--- src/rtl/reply_frame_gen_if.sv ---
// rtl/reply_frame_gen_if.sv - command receive and frame transmit handshake bundle
interface reply_frame_gen_if;
    logic        command_rx_ready;
    logic [7:0]  command_rx;
    logic [31:0] data_field_rx;
    logic        command_tx_ready;
    logic [7:0]  command_tx;
    logic [31:0] data_field_tx;
    logic        command_tx_status;
    logic        command_tx_over;

    // master is the frame generator, slave is the receiver/transmitter side
    modport master (
        input  command_rx_ready, command_rx, data_field_rx,
        input  command_tx_status, command_tx_over,
        output command_tx_ready, command_tx, data_field_tx
    );

    modport slave (
        output command_rx_ready, command_rx, data_field_rx,
        output command_tx_status, command_tx_over,
        input  command_tx_ready, command_tx, data_field_tx
    );
endinterface

--- src/rtl/reply_frame_gen.sv ---
// rtl/reply_frame_gen.sv - reply and heartbeat frame source for the command transmitter
module reply_frame_gen #(
    parameter logic [7:0]  CMD_Q_STATUS = 8'h10,
    parameter logic [7:0]  CMD_Q_ERR    = 8'h11,
    parameter logic [7:0]  CMD_Q_VER    = 8'h12,
    parameter logic [7:0]  RSP_OFFSET   = 8'h80,
    parameter logic [7:0]  ACK_CODE     = 8'hA0,
    parameter logic [7:0]  HB_CODE      = 8'hF0,
    parameter logic [31:0] HB_PERIOD    = 32'd50_000_000,
    parameter logic [15:0] TX_TIMEOUT   = 16'd4096
) (
    input  logic              clk,
    input  logic              rst_n,
    reply_frame_gen_if.master bus,
    input  logic [31:0]       explosive_status,
    input  logic [7:0]        err_reg,
    input  logic [31:0]       version,
    output logic              reply_busy,
    output logic [7:0]        drop_cnt,
    output logic              tx_timeout
);
    typedef enum logic [2:0] {IDLE, LOAD, SEND, WAIT_BUSY, WAIT_DONE} state_t;

    state_t      state_q, state_d;
    logic        slot_full_q, slot_full_d;
    logic [7:0]  slot_op_q, slot_op_d;
    logic [23:0] slot_data_q, slot_data_d;
    logic        hb_pending_q, hb_pending_d;
    logic [31:0] hb_cnt_q, hb_cnt_d;
    logic        cur_hb_q, cur_hb_d;
    logic [7:0]  cur_op_q, cur_op_d;
    logic [23:0] cur_data_q, cur_data_d;
    logic [7:0]  tx_op_q, tx_op_d;
    logic [31:0] tx_data_q, tx_data_d;
    logic [15:0] tmo_cnt_q, tmo_cnt_d;
    logic        tx_timeout_q, tx_timeout_d;
    logic [7:0]  drop_cnt_q, drop_cnt_d;
    logic        slot_take, hb_take, hb_wrap, tmo_hit;
    logic        rx_data_hi_unused;

    // Replies only ever carry the low 24 parameter bits.
    assign rx_data_hi_unused = ^bus.data_field_rx[31:24];

    assign slot_take = (state_q == IDLE) && slot_full_q;
    assign hb_take   = (state_q == IDLE) && !slot_full_q && hb_pending_q;

    // A slot consumed by IDLE this cycle is free for a simultaneous arrival.
    always_comb begin
        slot_full_d = slot_full_q;
        slot_op_d   = slot_op_q;
        slot_data_d = slot_data_q;
        drop_cnt_d  = drop_cnt_q;
        if (bus.command_rx_ready) begin
            if (!slot_full_q || slot_take) begin
                slot_full_d = 1'b1;
                slot_op_d   = bus.command_rx;
                slot_data_d = bus.data_field_rx[23:0];
            end else if (drop_cnt_q != 8'hFF) begin
                drop_cnt_d = drop_cnt_q + 8'd1;
            end
        end else if (slot_take) begin
            slot_full_d = 1'b0;
        end
    end

    always_comb begin
        hb_wrap  = 1'b0;
        hb_cnt_d = '0;
        if (HB_PERIOD != 32'd0) begin
            hb_wrap  = (hb_cnt_q == HB_PERIOD - 32'd1);
            hb_cnt_d = hb_wrap ? 32'd0 : hb_cnt_q + 32'd1;
        end
        hb_pending_d = hb_wrap || (hb_pending_q && !hb_take);
    end

    assign tmo_hit = ({1'b0, tmo_cnt_q} + 17'd1) >= {1'b0, TX_TIMEOUT};

    always_comb begin
        state_d      = state_q;
        cur_hb_d     = cur_hb_q;
        cur_op_d     = cur_op_q;
        cur_data_d   = cur_data_q;
        tx_op_d      = tx_op_q;
        tx_data_d    = tx_data_q;
        tmo_cnt_d    = tmo_cnt_q;
        tx_timeout_d = tx_timeout_q;
        unique case (state_q)
            IDLE: begin
                if (slot_full_q) begin
                    cur_hb_d   = 1'b0;
                    cur_op_d   = slot_op_q;
                    cur_data_d = slot_data_q;
                    state_d    = LOAD;
                end else if (hb_pending_q) begin
                    cur_hb_d = 1'b1;
                    state_d  = LOAD;
                end
            end
            LOAD: begin
                if (cur_hb_q) begin
                    tx_op_d   = HB_CODE;
                    tx_data_d = explosive_status;
                end else if (cur_op_q == CMD_Q_STATUS) begin
                    tx_op_d   = cur_op_q + RSP_OFFSET;
                    tx_data_d = explosive_status;
                end else if (cur_op_q == CMD_Q_ERR) begin
                    tx_op_d   = cur_op_q + RSP_OFFSET;
                    tx_data_d = {24'h0, err_reg};
                end else if (cur_op_q == CMD_Q_VER) begin
                    tx_op_d   = cur_op_q + RSP_OFFSET;
                    tx_data_d = version;
                end else begin
                    tx_op_d   = ACK_CODE;
                    tx_data_d = {cur_op_q, cur_data_q};
                end
                state_d = SEND;
            end
            SEND: begin
                tmo_cnt_d = '0;
                state_d   = WAIT_BUSY;
            end
            WAIT_BUSY: begin
                tmo_cnt_d = tmo_cnt_q + 16'd1;
                if (bus.command_tx_status) begin
                    tmo_cnt_d = '0;
                    state_d   = WAIT_DONE;
                end else if (bus.command_tx_over) begin
                    state_d = IDLE;
                end else if (tmo_hit) begin
                    tx_timeout_d = 1'b1;
                    state_d      = IDLE;
                end
            end
            WAIT_DONE: begin
                tmo_cnt_d = tmo_cnt_q + 16'd1;
                if (bus.command_tx_over) begin
                    state_d = IDLE;
                end else if (tmo_hit) begin
                    tx_timeout_d = 1'b1;
                    state_d      = IDLE;
                end
            end
            default: state_d = IDLE;
        endcase
    end

    always_ff @(posedge clk) begin
        if (!rst_n) begin
            state_q      <= IDLE;
            slot_full_q  <= 1'b0;
            slot_op_q    <= '0;
            slot_data_q  <= '0;
            hb_pending_q <= 1'b0;
            hb_cnt_q     <= '0;
            cur_hb_q     <= 1'b0;
            cur_op_q     <= '0;
            cur_data_q   <= '0;
            tx_op_q      <= '0;
            tx_data_q    <= '0;
            tmo_cnt_q    <= '0;
            tx_timeout_q <= 1'b0;
            drop_cnt_q   <= '0;
        end else begin
            state_q      <= state_d;
            slot_full_q  <= slot_full_d;
            slot_op_q    <= slot_op_d;
            slot_data_q  <= slot_data_d;
            hb_pending_q <= hb_pending_d;
            hb_cnt_q     <= hb_cnt_d;
            cur_hb_q     <= cur_hb_d;
            cur_op_q     <= cur_op_d;
            cur_data_q   <= cur_data_d;
            tx_op_q      <= tx_op_d;
            tx_data_q    <= tx_data_d;
            tmo_cnt_q    <= tmo_cnt_d;
            tx_timeout_q <= tx_timeout_d;
            drop_cnt_q   <= drop_cnt_d;
        end
    end

    assign bus.command_tx_ready = (state_q == SEND);
    assign bus.command_tx       = tx_op_q;
    assign bus.data_field_tx    = tx_data_q;
    assign reply_busy           = (state_q != IDLE);
    assign drop_cnt             = drop_cnt_q;
    assign tx_timeout           = tx_timeout_q;
endmodule

--- src/flat_wrapper.sv ---
// flat-port wrapper written by rule: the top's interface ports become plain ports
module reply_frame_gen_flat 
#(
    parameter logic [7:0]  CMD_Q_STATUS = 8'h10,
    parameter logic [7:0]  CMD_Q_ERR    = 8'h11,
    parameter logic [7:0]  CMD_Q_VER    = 8'h12,
    parameter logic [7:0]  RSP_OFFSET   = 8'h80,
    parameter logic [7:0]  ACK_CODE     = 8'hA0,
    parameter logic [7:0]  HB_CODE      = 8'hF0,
    parameter logic [31:0] HB_PERIOD    = 32'd50_000_000,
    parameter logic [15:0] TX_TIMEOUT   = 16'd4096
)
  (clk, rst_n, explosive_status, err_reg, version, reply_busy, drop_cnt, tx_timeout, bus_command_rx_ready, bus_command_rx, bus_data_field_rx, bus_command_tx_status, bus_command_tx_over, bus_command_tx_ready, bus_command_tx, bus_data_field_tx);
  reply_frame_gen_if bus_i ();
  input  logic clk;
  input  logic rst_n;
  input  logic [31:0] explosive_status;
  input  logic [7:0] err_reg;
  input  logic [31:0] version;
  output logic reply_busy;
  output logic [7:0] drop_cnt;
  output logic tx_timeout;
  input wire logic [$bits(bus_i.command_rx_ready)-1:0] bus_command_rx_ready;
  input wire logic [$bits(bus_i.command_rx)-1:0] bus_command_rx;
  input wire logic [$bits(bus_i.data_field_rx)-1:0] bus_data_field_rx;
  input wire logic [$bits(bus_i.command_tx_status)-1:0] bus_command_tx_status;
  input wire logic [$bits(bus_i.command_tx_over)-1:0] bus_command_tx_over;
  output wire logic [$bits(bus_i.command_tx_ready)-1:0] bus_command_tx_ready;
  output wire logic [$bits(bus_i.command_tx)-1:0] bus_command_tx;
  output wire logic [$bits(bus_i.data_field_tx)-1:0] bus_data_field_tx;
  assign bus_i.command_rx_ready = bus_command_rx_ready;
  assign bus_i.command_rx = bus_command_rx;
  assign bus_i.data_field_rx = bus_data_field_rx;
  assign bus_i.command_tx_status = bus_command_tx_status;
  assign bus_i.command_tx_over = bus_command_tx_over;
  assign bus_command_tx_ready = bus_i.command_tx_ready;
  assign bus_command_tx = bus_i.command_tx;
  assign bus_data_field_tx = bus_i.data_field_tx;
  reply_frame_gen #(.CMD_Q_STATUS(CMD_Q_STATUS), .CMD_Q_ERR(CMD_Q_ERR), .CMD_Q_VER(CMD_Q_VER), .RSP_OFFSET(RSP_OFFSET), .ACK_CODE(ACK_CODE), .HB_CODE(HB_CODE), .HB_PERIOD(HB_PERIOD), .TX_TIMEOUT(TX_TIMEOUT)) u_core (.clk(clk), .rst_n(rst_n), .bus(bus_i), .explosive_status(explosive_status), .err_reg(err_reg), .version(version), .reply_busy(reply_busy), .drop_cnt(drop_cnt), .tx_timeout(tx_timeout));
endmodule
--- config.mk ---
export PLATFORM = sky130hd
export DESIGN_NAME = reply_frame_gen_flat
export DESIGN_NICKNAME = d
export VERILOG_FILES = /design/src/rtl/reply_frame_gen_if.sv /design/src/rtl/reply_frame_gen.sv /design/src/flat_wrapper.sv
export SDC_FILE = /design/constraint.sdc
export NUM_CORES = 1
export LEC_CHECK = 0
export BUFFER_PORTS_ARGS = -buffer_cell sky130_fd_sc_hd__buf_2
export CAP_MARGIN = 20
export CORE_ASPECT_RATIO = 1.25
export CORE_UTILIZATION = 53
export CTS_BUF_LIST = sky130_fd_sc_hd__clkbuf_16
export DETAILED_ROUTE_END_ITERATION = 7
export PLACE_DENSITY = 0.88
export SYNTH_ARGS = -nofsm -noshare
export SYNTH_HDL_FRONTEND = slang
export SYNTH_SLANG_ARGS = --single-unit
--- constraint.sdc ---
create_clock -name clk -period 3.5 [get_ports clk]
set_clock_uncertainty 0.1 [all_clocks]
set_input_delay 0.525 -clock clk [delete_from_list [all_inputs] [get_ports clk]]
set_output_delay 0.525 -clock clk [all_outputs]
set_load 0.005 [all_outputs]
==> flow_summary.ini <==
[status]
status = completed

[clock_tree]
clkTransAtPathRegs_ns = 0.07
post_cts_buffers = 0
clock_sinks = 167
cts-htree-levels = 4
clock-root-buffer = clkbuf_16
clk_latency_ns = 0.43
max-clock-path-buffers = 2
cts_hold_buffers = 0
tritoncts = built
cts_buffers = 17
cts_resized = 0

[power]
clkPwrFrac_pct = 42.9
intPower_mw = 3.32
total_power_mw = 4.49
vdd_drop_max_uv = 246
power_density_mw_per_mm2 = 513
switching_share_pct = 26.0
seqPwrFrac_pct = 46.0
power.leakage_nw = 3.60
combinationalPowerShare_pct = 11.1
switchingPower_mw = 1.17

[routing]
initialDrtViolationCount = 506
vias = 6887
routedWlPerCell_um = 16.6
drt-total-wl_mm = 19.8
drc = 0
vias_per_cell = 5.77
firstDrtPassIters = 5
ant_nets = 0

[synth]
netlist_top_cells_area = dfxtp_1 (46%), nand2_1 (8.8%), a21oi_1 (6.6%), nor2_1 (4.4%), mux2_2 (3.7%)
synthMuxAreaShare_pct = 4.54
post_synth_num_cell_types = 60
synthCells = 877
synthXorXnorAreaFrac_pct = 4.57
yosys_warnings = 0
synth_top_family_by_area = simple AND/OR/NAND/NOR gates
yosys_register_bits = 167
synth-compound-area-share_pct = 16.0
synthesis.nets = 997
yosysTopAreaCellShare_pct = 45.9
synth_ff_type = dfxtp_1
synth_adder_area_share_pct = 0.515
yosys.area_share.simple_pct = 24.2
post-synth-top-area-cell = dfxtp_1
async_reset_ff_share_pct = 0
syn_avg_cell_area_um2 = 8.30
synth_edf_count = 0
synth_area_mm2 = 0.00728
ys_seq_area_share_pct = 45.9

[worst_setup_path]
worstSetupStartpointType = register
required_ns = 3.76
crit_type = register to register
critPathSlowestCell = o31ai_4
max_stage_delay_ns = 0.76
cp.arrival_ns = 2.84
r2r-end = u_core.bus.data_field_tx[22]$_SDFFE_PN0P_
critPathLaunch = u_core.cur_op_q[2]$_SDFFE_PN0P_
reg2regPathDepth = 6
reg2reg_slack_ns = 0.91
path_cells = nor4b_4 -> nand2_1 -> o31ai_4 -> buf_4 -> a221oi_1 -> nor2_1
r2r_start = u_core.cur_op_q[2]$_SDFFE_PN0P_
cp_max_fo = 20
critPathCaptureType = register

[global_routing]
grt_max_degree = 44
grt_use_total_pct = 28.4
grt_pass1_vias = 6598
grt_pass1_wl_mm = 31.9
antenna_found_initial = 0
gr-total-overflow = 0

[cells_and_area]
drive_gt1_share_pct = 23.9
final_nets = 1131
area_delta_synth_final_pct = 20.1
mostFrequentLayoutCells = nand2_1 (171), dfxtp_1 (167), buf_2 (159), a21oi_1 (95), nor2_1 (85)
antenna-diode-count = 0
fin_cells = 1193
layout_commonest_cell = nand2_1

[min_path]
min_from = bus_command_rx[3]
worstHoldEndpoint = u_core.slot_op_q[3]$_SDFFE_PN0P_
holdPathStages = 3
hold_class = primary input to register

[sta]
setup_tns_ns = 0
hold_violations = 0
slew_headroom_pct = 39.3
rsz0062_at_grt = no
setup-violations-final = 0
finalCritPeriodShare_pct = 73.9
fmax_mhz = 387
finalCriticalPeriod_ns = 2.59
worst_pin_slew_ns = 0.911
slew_viol_final = 0

[placed_design]
gp_congestion = 0.857
place_hpwl_mm = 13.2
place_inst = 1163
io_buffers = 159

[floorplanning]
core_area_mm2 = 0.0133
die-area_mm2 = 0.0142
die_x_um = 107
die_h_um = 133
io_pins = 168
rows = 47
start_util_pct = 54.6

[flow_run]
maxCapViolations = 0
==> how the worst max path moves through the flow <==
stage	end	slack [ns]
finish	u_core.bus.data_field_tx[22]$_SDFFE_PN0P_	0.91
global route	u_core.bus.data_field_tx[16]$_SDFFE_PN0P_	0.79
CTS	u_core.bus.data_field_tx[22]$_SDFFE_PN0P_	0.92
detailed placement	u_core.bus.data_field_tx[22]$_SDFFE_PN0P_	0.94
global placement	u_core.bus.data_field_tx[12]$_SDFFE_PN0P_	1.04
floorplan	u_core.hb_cnt_q[28]$_SDFF_PP0_	1.48
==> cell type report <==
cell class | instances | area, um2
clock inverter | 13 | 174
clock buffer | 17 | 425
multi-input combinational | 638 | 3650
tap | 171 | 214
sequential | 167 | 3340
timing repair buffer | 171 | 886
fill | 1097 | 4600
inverter | 16 | 60.1
==> sequential cells by signal (all words and copies together) (netlist names), 3 cells and up <==
register	count
u_core.hb_cnt_q	32
u_core.drop_cnt	8
u_core.bus.data_field_tx	32
u_core.cur_data_q	24
u_core.slot_data_q	24
u_core.slot_op_q	8
u_core.tmo_cnt_q	16
u_core.cur_op_q	8
u_core.bus.command_tx	8
u_core.state_q	3
==> layer usage <==
metal | global-route usage [%] | share of wire (%) | vias to the layer above | wire (um)
li1 | - | - | 3322 | -
met1 | 34.5 | 41 | 3214 | 8220
met2 | 46.6 | 48 | 292 | 9560
met3 | 6.85 | 6.7 | 59 | 1320
met4 | 14.1 | 3.8 | 0 | 747
met5 | 0 | 0 | - | 0
==> cell usage after synthesis (2+ instances only) <==
cell,count
and4_1,4
nor3b_1,2
mux2i_1,6
buf_1,2
a21oi_1,96
dfxtp_1,167
inv_1,15
nor2b_1,2
nand4_1,18
nor4_1,6
nor4_4,2
nor3_1,14
nor2_1,85
o211ai_1,2
ha_1,3
mux2_2,24
clkbuf_1,42
xnor2_1,12
a31oi_1,8
buf_2,8
and3_1,11
buf_6,4
xor2_1,26
or3_1,6
a311oi_1,2
nand2_1,171
and4b_1,4
o311ai_0,2
or4_1,2
nand3_1,25
o21ai_0,46
o211a_1,2
a32oi_1,2
a221oi_1,24
a211oi_1,2
or2_2,3
and2_1,4
==> cells by family after synthesis <==
family          count (synthesis)
compound gates                196
xor+xnor                       38
fa+ha+maj                       3
buf+inv                        72
flops                         167
mux                            30
simple gates                  371
==> power groups by stage <==
stage | Clock [mW] | Sequential, mW | Combinational, mW
floorplan | 0 | 2.09 | 0.288
global placement | 0 | 2.10 | 0.477
detailed placement | 0 | 2.11 | 0.489
CTS | 1.94 | 2.07 | 0.495
global route | 2.02 | 2.08 | 0.549
finish | 1.93 | 2.07 | 0.498
==> worst max-delay path, delay by kind of cell (launching register included) <==
family / cells / cell delay, ns
AND/OR/NAND/NOR: 3 / 0.86
flip-flops: 1 / 0.36
buffers and inverters: 1 / 0.31
AO/OA/AOI/OAI: 2 / 0.87
==> metrics by stage <==
step	hold slack (ns)	worst slack, ns	utilization, %	area [um2]
5_1_grt	0.234	0.792	65.5	8750
2_1_floorplan	0.330	1.48	-	7280
4_1_cts	0.224	0.925	65.5	8750
3_5_place_dp	0.344	0.939	61.1	8150
6_report	0.229	0.914	65.5	8750
3_3_place_gp	0.336	1.04	61.1	8150
No activity file was read; power rests on OpenSTA's default activity.
